### src/rtl/rcoef_collect.sv
// Bit-slice to word collector: reassembles K LSB-first serial
// coefficients of N bits each and offers them under valid/ready.
module rcoef_collect #(
  parameter int N = 4,
  parameter int K = 4
) (
  input  logic           clk,
  input  logic           reset,
  input  logic           start,
  input  logic           slice_valid,
  input  logic [K-1:0]   slice,
  output logic [K*N-1:0] rdata,
  output logic           out_valid,
  input  logic           out_ready,
  output logic           busy,
  output logic           overrun
);

  localparam int CW = (N > 1) ? $clog2(N) : 1;
  localparam logic [CW-1:0] LAST = CW'(N - 1);

  typedef enum logic [1:0] {
    IDLE,
    COLLECT,
    HOLD
  } state_t;

  state_t state, state_n;

  logic [K*N-1:0] data_q;
  logic [CW-1:0]  count;
  logic           ovr_q;
  logic           clr;
  logic           shift;

  always_comb begin
    state_n = state;
    clr     = 1'b0;
    shift   = 1'b0;
    unique case (state)
      IDLE: begin
        if (start) begin
          state_n = COLLECT;
          clr     = 1'b1;
        end
      end
      COLLECT: begin
        if (slice_valid) begin
          shift = 1'b1;
          if (count == LAST)
            state_n = HOLD;
        end
      end
      HOLD: begin
        if (out_ready) begin
          if (start) begin
            state_n = COLLECT;
            clr     = 1'b1;
          end else begin
            state_n = IDLE;
          end
        end
      end
      default: state_n = IDLE;
    endcase
  end

  always_ff @(posedge clk) begin
    if (reset) begin
      state  <= IDLE;
      data_q <= '0;
      count  <= '0;
      ovr_q  <= 1'b0;
    end else begin
      state <= state_n;
      if (clr) begin
        data_q <= '0;
        count  <= '0;
      end else if (shift) begin
        // each new bit enters at the MSB so the first lands in bit 0
        for (int i = 0; i < K; i++)
          data_q[i*N +: N] <= {slice[i], data_q[i*N+1 +: N-1]};
        count <= count + 1'b1;
      end
      if (state == HOLD && slice_valid)
        ovr_q <= 1'b1;
    end
  end

  assign rdata     = data_q;
  assign out_valid = (state == HOLD);
  assign busy      = (state == COLLECT);
  assign overrun   = ovr_q;

endmodule
### config.mk
export PLATFORM = sky130hd
export DESIGN_NAME = rcoef_collect
export DESIGN_NICKNAME = d
export VERILOG_FILES = /design/src/rtl/rcoef_collect.sv
export SDC_FILE = /design/constraint.sdc
export NUM_CORES = 1
export LEC_CHECK = 0
export BUFFER_PORTS_ARGS = -buffer_cell sky130_fd_sc_hd__buf_2
export CAP_MARGIN = 40
export CORE_MARGIN = 2
export CORE_UTILIZATION = 47
export CTS_BUF_LIST = sky130_fd_sc_hd__clkbuf_16
export DETAILED_ROUTE_END_ITERATION = 6
export PLACE_DENSITY_LB_ADDON = 0.1
export REMOVE_ABC_BUFFERS = 1
export SLEW_MARGIN = 20
export SYNTH_ARGS = -nofsm -noshare
export SYNTH_HDL_FRONTEND = slang
export SYNTH_SLANG_ARGS = --single-unit
### constraint.sdc
create_clock -name clk -period 1.33 [get_ports clk]
set_clock_uncertainty 0.1 [all_clocks]
set_input_delay 0.1995 -clock clk [delete_from_list [all_inputs] [get_ports clk]]
set_output_delay 0.1995 -clock clk [all_outputs]
set_load 0.02 [all_outputs]
==> flow_summary.toml <==
[status]
status = "finished, final reports clean"

[timing]
tmin_final_ns = 1.27
final-hold-violation-count = 0
maxSlewViolCount = 0
postLayoutSetupSlackWorst_ns = 0.0563
maxSlewHeadroom = 0.754
grt_setup_unrepaired = "no"
max_freq_ghz = 0.785
final.period_utilization = 0.958
finalSetupViolations = 0
worst-slew-pin-transition_ns = 0.367
timing.setup.tns_ns = 0

[setup_path]
cp_slowest_cell = "sky130_fd_sc_hd__dfxtp_2"
setup.worst_path.end_class = "primary output"
worst-path-buf-inv = 1
startpoint_type = "flop"
worst-endpoint-arrival_ns = 0.97
r2r.worst_path.cells = 3
worst-path-max-fanout = 6
crit_family = "flip-flops"
slowest_stage_delay_cp_ns = 0.34
setup.worst_path.class = "flop to primary output"
cp_data_required_time_ns = 1.03
startpoint_of_the_most_critical_register_to_register_path = "state[1]"
crit-reg2reg-capture = "rdata[5]"
r2r_setup_slack_ns = 0.11
ordered_cell_list_for_the_critical_path = "and2b_1, buf_2"

[clock_network]
number_of_buffers_on_the_longest_clock_path = 2
cts_htree_levels = 1
clock_pin_transition_on_the_worst_setup_and_hold_timing_paths_ns = 0.05
clock_latency_of_the_later_clocked_register_in_the_worst_skew_pair_ns = 0.25
tritoncts.num_buffers = 3
numClockSinks = 21
clock_tree_from_tritoncts = "built"
ctsHoldBuffers = 0
postCtsSetupBuffers = 0
cts-root-buf = "sky130_fd_sc_hd__clkbuf_16"

[yosys]
postSynth.topFlopCell = "sky130_fd_sc_hd__dfxtp_1"
async_flop_share = 0
synth_cells = 96
distinct_cells_synth = 21
yosys_register_bits = 21
synth.top_cells.by_area = "sky130_fd_sc_hd__dfxtp_1 49%, sky130_fd_sc_hd__nand2_1 16%, sky130_fd_sc_hd__a21oi_2 9.3%, sky130_fd_sc_hd__a21oi_1 5.9%, sky130_fd_sc_hd__buf_6 4.0%"
yosys-top-cells-count = "36 x sky130_fd_sc_hd__nand2_1, 21 x sky130_fd_sc_hd__dfxtp_1, 10 x sky130_fd_sc_hd__a21oi_1"
synth.yosys.warnings = 0
count_of_flip_flops_with_a_built_in_enable_after_synthesis = 0
synth-seq-area-share = 0.495
synthMostInstantiatedCell = "sky130_fd_sc_hd__nand2_1"
netlist.top_cell.by_area = "sky130_fd_sc_hd__dfxtp_1"
syn-mean-instance-area_um2 = 8.85
post_synth_top_area_share = 0.495
synth_area_um2 = 850

[power_and_ir_drop]
power_switching_mw = 0.277
seq_power_share = 0.478
power_per_cell_area_mw_per_mm2 = 1270
power_mw = 1.35
irDropWorstVdd_mv = 0.909
p_leak_nw = 0.442
power_report.internal_total_mw = 1.07
clockPowerShare = 0.452
power_switching_share = 0.205
power.combinational.fraction = 0.070

[placed_design]
dpl_worst_slack_ns = 0.0829
numPortBuffers = 27
inst_count_dp = 145
globalplace.congestion = 0.717
detailed_place_hpwl_um = 997

[floorplanning]
rows = 15
fp.dieW_um = 46.5
io_pins = 28
core-area_mm2 = 0.00171
die_height_um = 46.5
initial_core_util = 0.497
floorplan.die_area_mm2 = 0.00216

[grt]
grt.total_usage = 0.164
global_route_wire_length_before_repair_um = 2460
largest_net_degree_at_the_start_of_global_routing = 19
grt_remaining_overflow = 0
antenna_found_initial = 0
via_count_of_the_first_global_routing_pass = 582

[drt]
maxUsedRoutingLayer = "met4"
detailroute.wirelength.met2_um = 693
detail_route.wirelength.met1_um = 725
routed_wire_length_per_instance_um = 10.2
wl_um = 1510
drt_first_iter_violations = 13
antenna_violating_nets_post_route = 0
remaining_routing_drc_violations = 0
drt-vias-per-instance = 4.72
drtPass1Iterations = 4
wl_met3_um = 84
routed-via-count = 704

[hold_path]
holdPathEnd = "state[0]"
hold_path.startpoint = "reset"
hold_path.class = "input port to flop"
hold_path_depth = 2

[layout]
num-fill-cells = 157
fin_nets = 135
cell_count_final_fillers_out = 149
n_antenna_cell = 0
layout-drive-gt1-share = 0.363
synthToLayoutAreaGrowth_pct = 25.5

[flow_run]
maxCapViolations = 0
[logic make-up after synthesis]
kind of cell | count (synthesis) | share of synthesized area
compound gates | 21 | 0.169
xor+xnor | 1 | 0.0103
fa+ha+maj | 1 | 0.0147
buf+inv | 6 | 0.0736
flops | 21 | 0.495
simple gates | 46 | 0.237
[per-layer routing]
layer,global-route usage,vias up
met5,0,-
li1,-,369
met1,0.213,315
met2,0.244,18
met3,0.0471,2
met4,0.0857,0
[worst register-to-register path, delay by kind of cell, from the launching register on]
kind | cells | cell delay [ns]
and+or+nand+nor | 2 | 0.62
DFF | 1 | 0.34
AOI/OAI and AO/OA | 1 | 0.06
[power by group through the flow]
stage | registers, mW | logic [mW] | clock network (mW)
after CTS | 0.645 | 0.0961 | 0.630
after global placement | 0.657 | 0.0953 | 0
after detailed placement | 0.658 | 0.0953 | 0
final | 0.645 | 0.0948 | 0.610
after global routing | 0.646 | 0.106 | 0.653
after floorplan | 0.660 | 0.0473 | 0
[worst max-delay path by stage]
stage	cells after the start	from	end
2_1_floorplan	3	state[0]	count[0]
3_3_place_gp	4	state[0]	rdata[2]
3_5_place_dp	4	state[0]	rdata[2]
4_1_cts	2	state[1]	busy
5_1_grt	2	state[1]	busy
6_report	2	state[1]	busy
[final cells by class]
| class | instances | area [um^2] | share of cell area |
|---|---|---|---|
| clock inverter | 1 | 3.75 | 0.00352 |
| clock buffer | 3 | 75.1 | 0.0704 |
| inverter | 1 | 3.75 | 0.00352 |
| sequential | 21 | 423 | 0.397 |
| timing repair buffer | 29 | 163 | 0.153 |
| tap | 25 | 31.3 | 0.0293 |
| multi-input combinational | 69 | 367 | 0.344 |
[flip-flops by register name, summed over array words and instances, names as in the netlist]
register / flops
rdata: 16
count: 2
state: 2
overrun: 1
[repair_timing]
item,in CTS,in global routing
cloned,0,0
setup endpoints to repair,1,6
pin swaps,0,0
resized for setup,1,1
[metrics by stage]
stage                      util  instance area (um^2)  hold slack (ns)
after CTS                 0.623                  1060           0.0359
final                     0.624                  1070           0.0425
after floorplan               -                   791            0.169
after detailed placement  0.577                   985            0.308
after global routing      0.624                  1070           0.0413
after global placement    0.577                   985            0.314
[cells in the final DEF (no fill, tap or decap), drive strengths merged]
cell	count
a31oi	1
a21oi	19
nor2	3
and3b	1
buf	29
inv	2
nor3b	1
nand3	1
a31o	1
nand2b	1
ha	1
dfxtp	21
nor2b	1
nand3b	1
nand2	36
and2b	1
xnor2	1
clkbuf	3
(Power assumes the default switching activity.)
